<file path="config.mk">
export PLATFORM = sky130hd
export DESIGN_NAME = prime_sequencer
export DESIGN_NICKNAME = d
export VERILOG_FILES = /design/src/rtl/prime_sequencer.sv
export SDC_FILE = /design/constraint.sdc
export NUM_CORES = 1
export LEC_CHECK = 0
export CAP_MARGIN = 20
export CELL_PAD_IN_SITES_DETAIL_PLACEMENT = 0
export CELL_PAD_IN_SITES_GLOBAL_PLACEMENT = 1
export CORE_MARGIN = 2
export CORE_UTILIZATION = 46
export CTS_CLUSTER_SIZE = 14
export DETAILED_ROUTE_END_ITERATION = 7
export GPL_TIMING_DRIVEN = 0
export PLACE_DENSITY_LB_ADDON = 0.08
export SYNTH_ARGS = -nofsm -noshare
export SYNTH_HDL_FRONTEND = slang
export SYNTH_SLANG_ARGS = --single-unit
</file>
<file path="constraint.sdc">
create_clock -name clk -period 5.7 [get_ports clk]
set_input_delay 1.14 -clock clk [delete_from_list [all_inputs] [get_ports clk]]
set_output_delay 1.14 -clock clk [all_outputs]
set_load 0.02 [all_outputs]
</file>
<file path="src/rtl/prime_sequencer.sv">
// prime_sequencer: emits every prime 2 <= p <= boundary in ascending order,
// one per valid/ready handshake. Primality is decided by trial division
// that uses repeated subtraction, so each clock performs one compare or one subtract.
module prime_sequencer #(
  parameter int BOUND_W = 8,
  parameter int PRIME_W = 9
) (
  input  logic               clk,
  input  logic               rst_n,
  input  logic               start,
  input  logic [BOUND_W-1:0] boundary,
  output logic [PRIME_W-1:0] prime,
  output logic               prime_valid,
  input  logic               prime_ready,
  output logic               busy,
  output logic               done
);

  // div*div is held 10 bits wide so the square never wraps for a 5-bit divisor
  localparam int SQ_W  = 10;
  localparam int DIV_W = 5;

  typedef enum logic [2:0] {
    S_IDLE,
    S_TEST,
    S_EMIT,
    S_NEXT,
    S_DONE
  } state_t;

  state_t state, state_nxt;

  logic [BOUND_W-1:0] bound;
  logic [PRIME_W-1:0] cand;
  logic [PRIME_W-1:0] rem;
  logic [PRIME_W-1:0] prime_q;
  logic [DIV_W-1:0]   div;

  logic [SQ_W-1:0] div_ext;
  logic [SQ_W-1:0] div_sq;
  logic            sq_gt;
  logic            rem_ge;
  logic            rem_zero;
  logic            at_bound;
  logic            small_bound;
  logic            accept_start;

  assign div_ext      = SQ_W'(div);
  assign div_sq       = div_ext * div_ext;
  assign sq_gt        = div_sq > SQ_W'(cand);
  assign rem_ge       = rem >= PRIME_W'(div);
  assign rem_zero     = (rem == '0);
  // Comparing before incrementing lets a full-scale bound finish without wrapping cand
  assign at_bound     = (cand == PRIME_W'(bound));
  assign small_bound  = (boundary < BOUND_W'(2));
  assign accept_start = start && ((state == S_IDLE) || (state == S_DONE));

  // State register
  always_ff @(posedge clk or negedge rst_n) begin
    if (!rst_n) state <= S_IDLE;
    else        state <= state_nxt;
  end

  // Next-state decode and status outputs
  always_comb begin
    state_nxt   = state;
    prime_valid = 1'b0;
    busy        = 1'b0;
    done        = 1'b0;
    case (state)
      S_IDLE: begin
        // A bound below 2 goes straight through NEXT, where cand==bound ends the sweep
        if (start) state_nxt = small_bound ? S_NEXT : S_TEST;
      end
      S_TEST: begin
        busy = 1'b1;
        if (sq_gt)         state_nxt = S_EMIT;
        else if (rem_ge)   state_nxt = S_TEST;
        else if (rem_zero) state_nxt = S_NEXT;
        else               state_nxt = S_TEST;
      end
      S_EMIT: begin
        busy        = 1'b1;
        prime_valid = 1'b1;
        if (prime_ready) state_nxt = S_NEXT;
      end
      S_NEXT: begin
        busy      = 1'b1;
        state_nxt = at_bound ? S_DONE : S_TEST;
      end
      S_DONE: begin
        done = 1'b1;
        if (start) state_nxt = small_bound ? S_NEXT : S_TEST;
      end
      default: state_nxt = S_IDLE;
    endcase
  end

  // Candidate, divisor, remainder, bound and output prime registers
  always_ff @(posedge clk or negedge rst_n) begin
    if (!rst_n) begin
      bound   <= '0;
      cand    <= '0;
      div     <= '0;
      rem     <= '0;
      prime_q <= '0;
    end else begin
      case (state)
        S_IDLE, S_DONE: begin
          if (accept_start) begin
            bound <= boundary;
            if (small_bound) begin
              cand <= PRIME_W'(boundary);
            end else begin
              cand <= PRIME_W'(2);
              div  <= DIV_W'(2);
              rem  <= PRIME_W'(2);
            end
          end
        end
        S_TEST: begin
          if (sq_gt) begin
            prime_q <= cand;
          end else if (rem_ge) begin
            rem <= rem - PRIME_W'(div);
          end else if (!rem_zero) begin
            div <= div + DIV_W'(1);
            rem <= cand;
          end
        end
        S_NEXT: begin
          if (!at_bound) begin
            cand <= cand + PRIME_W'(1);
            div  <= DIV_W'(2);
            rem  <= cand + PRIME_W'(1);
          end
        end
        default: ;
      endcase
    end
  end

  assign prime = prime_q;

endmodule

</file>
### Word level (Yosys, flattened, before mapping)

Cells that the tools add are included.

| storage, ports and cells | value |
|---|---|
| flip-flop bits (word level) | 43 |
| input port bits | 12 |
| word-level logic and storage cells | 69 |
| output and inout port bits | 12 |

| operators by class | value |
|---|---|
| muxes and demuxes | 28 |
| reduce and logical (&&, ||, !) cells | 14 |
| add/subtract/negate cells | 3 |
| multipliers | 1 |
| equal/unequal tests | 14 |
| order comparisons | 3 |

Operators with widths:

| operator | count |
|---|---|
| $mux 9 | 7 |
| $mux 5 | 6 |
| $pmux 9 s3 | 1 |
| $pmux 9 s2 | 1 |
| $pmux 5 s3 | 1 |
| $ne 2x2->1 const B | 6 |
| $pmux 3 s4 | 1 |
| $gt 10x9->1 | 1 |
| $mul 5x5->10 | 1 |
| $add 9x1->9 const B | 1 |
| $eq 9x8->1 | 1 |
| $ge 9x5->1 | 1 |
| $logic_not 9->1 | 1 |
| $mux 3 | 3 |
| $sub 9x5->9 | 1 |
| $lt 8x2->1 const B | 1 |
| $mux 2 | 4 |
| $mux 8 | 1 |
| $reduce_and 7->1 | 1 |
| $eq 3x2->1 const B | 2 |
| $reduce_and 2->1 | 3 |
| $reduce_and 6->1 | 1 |
| $add 5x1->5 const B | 1 |
| $ne 2x1->1 const B | 2 |
| 12 further kinds | 14 |

### Depth between registers and ports, before layout

Gate-level depths: netlist of the first run.

| depth | value |
|---|---|
| word-level depth | 5 |
| depth in mapped cells | 19 |
| mapped depth without buffers | 19 |

### Worst setup path before layout of the first run

OpenSTA, ideal clock, no wires.

| timing | value |
|---|---|
| kind | register to register |
| start point | register div[1] |
| end point | register rem[0] |
| required time | 5.572 ns |
| path buffers | 0 |
| clock period less this slack | 4.925 ns |
| arrival time | 4.797 ns |
| library setup time | 0.128 ns |
| slack | 0.775 ns |
| cell stages (with the launch flop) | 19 |
| cells stage by stage | dfrtp_1 > nand2_1 > fa_1 > fa_1 > inv_1 > ha_1 > a31o_2 > ha_1 > o211ai_1 > or2_1 > nand2_1 > xor2_1 > ha_1 > a21o_1 > a211oi_1 > o221a_2 > o21ai_2 > a211oi_4 > mux2_1 |

| between the ends | value |
|---|---|
| cells in the longest elaborated chain, start to end | 4 |
| elaborated cells on any way between the ends | 9 |
| classes of those cells | 1 x mul; 2 x order compare; 2 x eq/ne; 3 x mux; 1 x reduce/logical |

RTL lines:

| item | line | RTL |
|---|---|---|
| start: declaration | 37 | `logic [DIV_W-1:0] div;` |
| start signal: assignment | 127 | `div <= div + DIV_W'(1);` |
| $mul 5x5->10 / $ge 9x5->1 (equally long branches) | 49, 51 |  |
| $gt 10x9->1 / $mux 9 (equally long branches) | 50, 124 |  |
| $ne 2x2->1 (no source line) / $mux 9 (equally long branches) | n/a |  |
| $reduce_and 6->1 (no source line) / $pmux 9 s3 (equally long branches) | n/a |  |
| end signal: assignment | 125 | `rem <= rem - PRIME_W'(div);` |
| end signal: assignment | 128 | `rem <= cand;` |
| end signal: assignment | 135 | `rem <= cand + PRIME_W'(1);` |
| end: declaration | 35 | `logic [PRIME_W-1:0] rem;` |

Parallel ways exist; a longest one is shown, timed or not. The select of a mux whose other input is x is not followed.
A chain may end at the register's enable or synchronous reset.

### Final worst setup path of the first run

| timing | value |
|---|---|
| start point | register div[0] |
| end point | register rem[5] |

| between the ends | value |
|---|---|
| cells in the longest elaborated chain, start to end | 4 |
| elaborated cells on any way between the ends | 10 |
| classes of those cells | 1 x add/sub; 1 x mul; 2 x order compare; 2 x eq/ne; 3 x mux; 1 x reduce/logical |

RTL lines:

| item | line | RTL |
|---|---|---|
| $mul 5x5->10, or another cell as far along | 49 | `assign div_sq = div_ext * div_ext;` |
| $gt 10x9->1 / $mux 9 (equally long branches) | 50, 124 |  |
| $ne 2x2->1 (no source line) / $mux 9 (equally long branches) | n/a |  |
| $reduce_and 6->1 (no source line) / $pmux 9 s3 (equally long branches) | n/a |  |

Parallel ways exist; a longest one is shown, timed or not. The select of a mux whose other input is x is not followed.

==> flow_summary.ini, run 1 <==
[timing]
rsz0062_at_grt = false
clock_skew_ps = 4.771
setup-violations-final = 0
finalWorstPathRequiredPeriod_ps = 5237
finalHoldViolCount = 0
post-route-period-util = 0.9188
slew_headroom = 0.6070
fin_tns_setup_ps = 0
worst_pin_slew_ps = 587.3
drv_slew = 0
fmax_ghz = 0.1909

[clocking]
clockRootBuffer = clkbuf_8
cts.sinks = 43
clk_pin_slew_ps = 90
cts_buffer_depth = 2
clk_latency_ps = 300
postCtsHoldBufs = 0
cts_tree = built
htreeDepth = 2
numCtsBuffers = 5

[placed_design]
gp_congestion = 0.8275
dpl.hpwl_um = 6649
post_dp_cell_area_um2 = 3754
portBuffers = 23

[synthesis]
yosysUniqueCellTypes = 69
synth_top_family_by_area = compound AO/OA/AOI/OAI gates
synthAdderAreaFrac = 0.1198
synth_compound_area_frac = 0.2041
synthTopCellsByCount = dfrtp_1, inv_1, nor2_1
synth_area_per_cell_um2 = 9.454
synthArstFlopShare = 1.000
syn-num-nets = 400
syn_area_um2 = 3384
synthMuxAreaShare = 0.08170
yosysWarnings = 0
seq_area_frac_synth = 0.3179
synth-edff-count = 0
synth_xor_area_frac = 0.04917
synth-simple-area-share = 0.1778
yosysTopAreaCell = dfrtp_1
synth_top_area_frac = 0.3179
yosysMostFrequentCell = dfrtp_1
syn_inst = 358
synth-main-ff-cell = dfrtp_1
ys_ff_latch = 43
ys_top_cells_by_area = dfrtp_1, ha_1, mux2_2

[floorplanning]
start_util = 0.4717
die_w_um = 89.78
rows = 31
io_pins = 24
dieArea_um2 = 8060
coreArea_um2 = 7176
die_h_um = 89.78

[hold_path]
min_from = prime[7]
worstHoldPathCells = 1
hp-class = flop to flop

[finish]
diodes = 0
area_delta_synth_final_pct = 15.19
stdcell_area_um2 = 3899
drive_gt1_frac = 0.1450
fin_nets = 434

[drt]
routed-via-count = 2857
drcViolationCount = 0
vias_per_cell = 5.807
wl_um = 8675
dr.pass1.iters = 4
drtAntennaViolNets = 0
wl_per_cell_um = 17.63
drtIter0Drc = 109

[power_and_ir_drop]
powerDensity_nw_per_um2 = 475.4
ir_worst_vdd_v = 0.0002698
p_leak_nw = 1.713

[setup_path]
worst-setup-path-type = flop to flop
required_ps = 5900
reg2reg_from = div[0]
endpoint_kind = flop
crit_fanout = 6
r2r_cells = 18
startpoint_type = flop
crit_start = div[0]
cp.arrival_ps = 5440

[grt]
grt_max_degree = 34
overflow = 0
grt_pass1_wl_um = 14440
track_usage = 0.2204
grt_pass1_vias = 2767
antenna_found_initial = 0

[run]
drv_cap = 0

[run_status]
status = finished clean
-- per-layer routing --
metal / track usage / vias up / part of all wire
li1: - / 1395 / -
met4: 0.03974 / 0 / 0.0075
met2: 0.3598 / 54 / 0.45
met5: 0 / - / 0
met3: 0.03101 / 7 / 0.047
met1: 0.3174 / 1401 / 0.49
-- layout by cell type, fill, tap and decap left out, types with 10 or more instances in the layout --
cell,n
a21oi_1,15
clkdlybuf4s50_1,22
dfrtp_1,42
ha_1,26
inv_1,28
mux2_2,18
nand2_1,21
nand3_1,13
nor2_1,27
nor3_1,14
o21ai_0,14
xor2_1,10
-- sequential cells by signal (all words and copies together), names as in the netlist --
register / flops
cand: 9
prime: 9
div: 5
bound: 8
rem: 9
state: 3
-- worst max-delay path, cell delays in order (launching register included) --
cell	delay [ps]
dfrtp_1	530
nand2_1	120
fa_1	500
fa_1	510
inv_1	40
ha_1	280
a31o_2	250
ha_1	320
o211ai_1	120
or2_1	290
nand2_1	80
xor2_1	150
ha_1	270
a21o_1	170
a211oi_1	260
o221a_2	300
o21ai_2	130
or4b_1	540
a32o_1	250
-- layout make-up --
cell class | count | area, um2
Fill cell | 689 | 3277
Multi-Input combinational cell | 276 | 2147
Sequential cell | 43 | 1077
Timing Repair Buffer | 27 | 267.8
Tap cell | 99 | 123.9
Inverter | 28 | 105.1
Clock buffer | 5 | 68.82
Buffer | 11 | 62.56
Clock inverter | 3 | 46.29
-- where the power goes --
group / switching, mW / total (mW) / internal (mW)
clock network: 0.124 / 0.256 / 0.132
registers: 0.0731 / 0.458 / 0.385
logic: 0.651 / 1.14 / 0.489
-- what timing repair did --
action                     CTS  global route
hold endpoints to repair     0             0
resized for setup            0             2
setup endpoints to repair    0            10
setup buffers                0             3
-- cells by family (layout without fill, tap and decap cells) --
logic type / Yosys count / count (layout)
simple gates: 113 / 113
compound gates: 89 / 89
flops: 43 / 43
buf+inv: 39 / 74
fa+ha+maj: 30 / 30
mux: 25 / 25
xor+xnor: 19 / 19
-- path summary, 6_finish.rpt --
path | endpoint | slack [ps]
worst max-delay path | rem[5] | 460
worst min-delay path | prime[7] | 510
worst max register to register | rem[5] | 460
worst min register to register | prime[7] | 510
max in group asynchronous | div[1] | 4510
min in group asynchronous | bound[2] | 700
-- metrics by stage --
step	setup slack (ps)	total power [mW]	instances	hold WS, ps	utilization
after floorplan	775.4	1.270	358	482.1	-
after global placement	235.2	1.550	480	488.5	0.5210
final	462.6	1.853	492	512.8	0.5433
after global routing	121.3	1.982	492	530.0	0.5433
after detailed placement	239.1	1.558	481	495.6	0.5231
after CTS	176.4	1.819	489	517.8	0.5391
No activity file was read; power rests on OpenSTA's default activity.
==> run 2: changes to the inputs <==
--- a/config.mk
+++ b/config.mk
@@ -9,9 +9,10 @@
 export CELL_PAD_IN_SITES_DETAIL_PLACEMENT = 0
 export CELL_PAD_IN_SITES_GLOBAL_PLACEMENT = 1
 export CORE_MARGIN = 2
-export CORE_UTILIZATION = 46
+export CORE_UTILIZATION = 50
 export CTS_CLUSTER_SIZE = 14
 export DETAILED_ROUTE_END_ITERATION = 7
+export DONT_BUFFER_PORTS = 1
 export GPL_TIMING_DRIVEN = 0
 export PLACE_DENSITY_LB_ADDON = 0.08
 export SYNTH_ARGS = -nofsm -noshare
==> run 2 against run 1 <==
Against the previous run:
- worst setup slack worse by 53 ps
- fmax down 1.0%
- clock skew up 5.5 ps
- power down 3.1%
- flip-flop and latch count unchanged
- critical path depth unchanged
- register-to-register slack worse by 50 ps
- clock power about the same
- critical path type unchanged
- largest cell class unchanged
==> flow_summary.ini, run 2 (same netlist as run 1, synthesis figures left out) <==
[clocking]
clk_latency_ps = 310
cts_buffer_depth = 2
htreeDepth = 2
clk_pin_slew_ps = 100
numCtsBuffers = 5
clockRootBuffer = clkbuf_8
cts_tree = built
cts.sinks = 43

[finish]
fin_nets = 408
final_cell_mix = dfrtp_1, inv_1, nor2_1
stdcell_area_um2 = 3618
final_common_cell = dfrtp_1
diodes = 0
drive_gt1_frac = 0.1417
area_delta_synth_final_pct = 6.913
final_cells = 444

[grt]
grt_max_degree = 44
track_usage = 0.2408
grt_pass1_vias = 2705
overflow = 0
grt_pass1_wl_um = 13910
antenna_found_initial = 0

[setup_path]
cp_slowest_cell = or4b_1
max_stage_delay_ps = 550
cp_common_cell = ha_1
worst-setup-path-type = flop to flop
crit_fanout = 8
crit_family = adder cells
startpoint_type = flop
endpoint_kind = flop
required_ps = 5900
path_cells = inv_1, fa_1, fa_1, inv_1, ha_1, a31o_2, ha_1, o211ai_1, or2_1, nand2_1, xor2_1, ha_1, a21o_1, a211oi_1, o221a_2, o21ai_2, or4b_1, a32o_1
cp.arrival_ps = 5490
r2r_slack_ps = 410
crit_buf_inv = 2

[drt]
dr.pass1.iters = 4
wl_um = 8464
routed-via-count = 2747
vias_per_cell = 6.187
drtIter0Drc = 211
wl_per_cell_um = 19.06
drtAntennaViolNets = 0
drcViolationCount = 0

[timing]
fmax_ghz = 0.1890
clock_skew_ps = 10.25
fin_tns_setup_ps = 0
setup-violations-final = 0
worst_pin_slew_ps = 733.6
rsz0062_at_grt = false
finalWorstPathRequiredPeriod_ps = 5291
drv_slew = 0
post-route-period-util = 0.9282
slew_headroom = 0.5071
finalHoldViolCount = 0

[floorplanning]
dieArea_um2 = 7443
start_util = 0.5240
die_h_um = 86.28
die_w_um = 86.28
io_pins = 24
coreArea_um2 = 6459
rows = 29

[placed_design]
post_dp_cell_area_um2 = 3481
dpl.hpwl_um = 6534
dp_cells = 435
portBuffers = 0
gp_congestion = 0.8796

[power_and_ir_drop]
p_leak_nw = 1.614
p_switching_mw = 0.8261
internal-power_mw = 0.9703
pwr-share-comb = 0.595
powerDensity_nw_per_um2 = 496.5
clock_power_share = 0.142
power_frac_seq = 0.263
ir_worst_vdd_v = 0.0001802
swShare = 0.4599

[run]
drv_cap = 0

[run_status]
status = finished clean

[hold_path]
hp-class = primary input to async pin
==> run 2: cell types whose count changed in the layout (fill, tap and decap cells not counted), sizes merged <==
cell | before | now
buf | 6 | 2
clkinvlp | 1 | 0
clkinv | 0 | 1
clkdlybuf4s50 | 22 | 0
==> run 2: per-layer routing <==
layer | wire [um] | vias to the layer above | part of all wire | track usage
met5 | 0 | - | 0 | 0
met4 | 161 | 0 | 0.019 | 0.06392
met3 | 369 | 13 | 0.044 | 0.02857
met2 | 3784 | 56 | 0.45 | 0.3749
met1 | 4149 | 1335 | 0.49 | 0.3560
li1 | - | 1343 | - | -
==> run 2: timing repair <==
action	in CTS	in global routing
hold buffers	0	0
resized for setup	0	1
endpoints found under the setup margin	0	9
hold endpoints to repair	0	0
buffers inserted	0	1
==> run 2: worst paths after layout <==
kind,start,endpoint,depth (start not counted)
min in group clk,rem[0],rem[0],1
max,div[2],rem[5],18
min reg2reg,rem[0],rem[0],1
max reg2reg,div[2],rem[5],18
max in group asynchronous,rst_n,div[1],0
min,rst_n,prime[8],0
==> run 2: cell type report <==
class / instances / area [um2]
Tap cell: 77 / 96.34
Buffer: 11 / 62.56
Multi-Input combinational cell: 276 / 2141
Clock buffer: 5 / 68.82
Sequential cell: 43 / 1077
Clock inverter: 3 / 47.55
Timing Repair Buffer: 1 / 20.02
Inverter: 28 / 105.1
Fill cell: 579 / 2840
==> run 2: power groups by stage <==
stage                     clock network (mW)  logic [mW]  registers (mW)
after global routing                   0.269        1.17           0.482
after floorplan                            0       0.816           0.453
after CTS                              0.256        1.03           0.472
after detailed placement                   0        1.02           0.478
after global placement                     0        1.02           0.476
final                                  0.255        1.07           0.472
==> run 2: worst register-to-register path, delay by kind of cell, from the launching register on <==
kind                       cells  cell delay, ps
and+or+nand+nor                3             930
adders and majority gates      5            1870
xor gates and xnor gates       1             180
buffers and inverters          2             300
DFF                            1             420
AOI/OAI and AO/OA              7            1480
==> run 2: per-stage QoR <==
stage / worst slack [ps] / util / hold WS [ps] / total power, mW
global route: 74.90 / 0.5602 / 497.1 / 1.924
global placement: 212.4 / 0.5389 / 507.6 / 1.495
CTS: 122.1 / 0.5570 / 510.2 / 1.759
detailed placement: 156.9 / 0.5389 / 513.1 / 1.499
finish: 409.2 / 0.5602 / 510.5 / 1.796
floorplan: 775.4 / - / 482.1 / 1.270
==> run 3: changes to the inputs <==
--- a/config.mk
+++ b/config.mk
@@ -5,7 +5,6 @@
 export SDC_FILE = /design/constraint.sdc
 export NUM_CORES = 1
 export LEC_CHECK = 0
-export CAP_MARGIN = 20
 export CELL_PAD_IN_SITES_DETAIL_PLACEMENT = 0
 export CELL_PAD_IN_SITES_GLOBAL_PLACEMENT = 1
 export CORE_MARGIN = 2
==> constraint.sdc (replaced) <==
create_clock -name clk -period 5.7 [get_ports clk]
set_input_delay 1.71 -clock clk [delete_from_list [all_inputs] [get_ports clk]]
set_output_delay 1.71 -clock clk [all_outputs]
set_load 0.02 [all_outputs]
==> results of run 3 <==
Same layout as run 2 (identical final DEF). Status: finished clean.
Main changes from that run: clock-pin slew on the worst setup and hold paths 100 ps -> 90 ps; hold slack 510.5 ps -> 524.0 ps
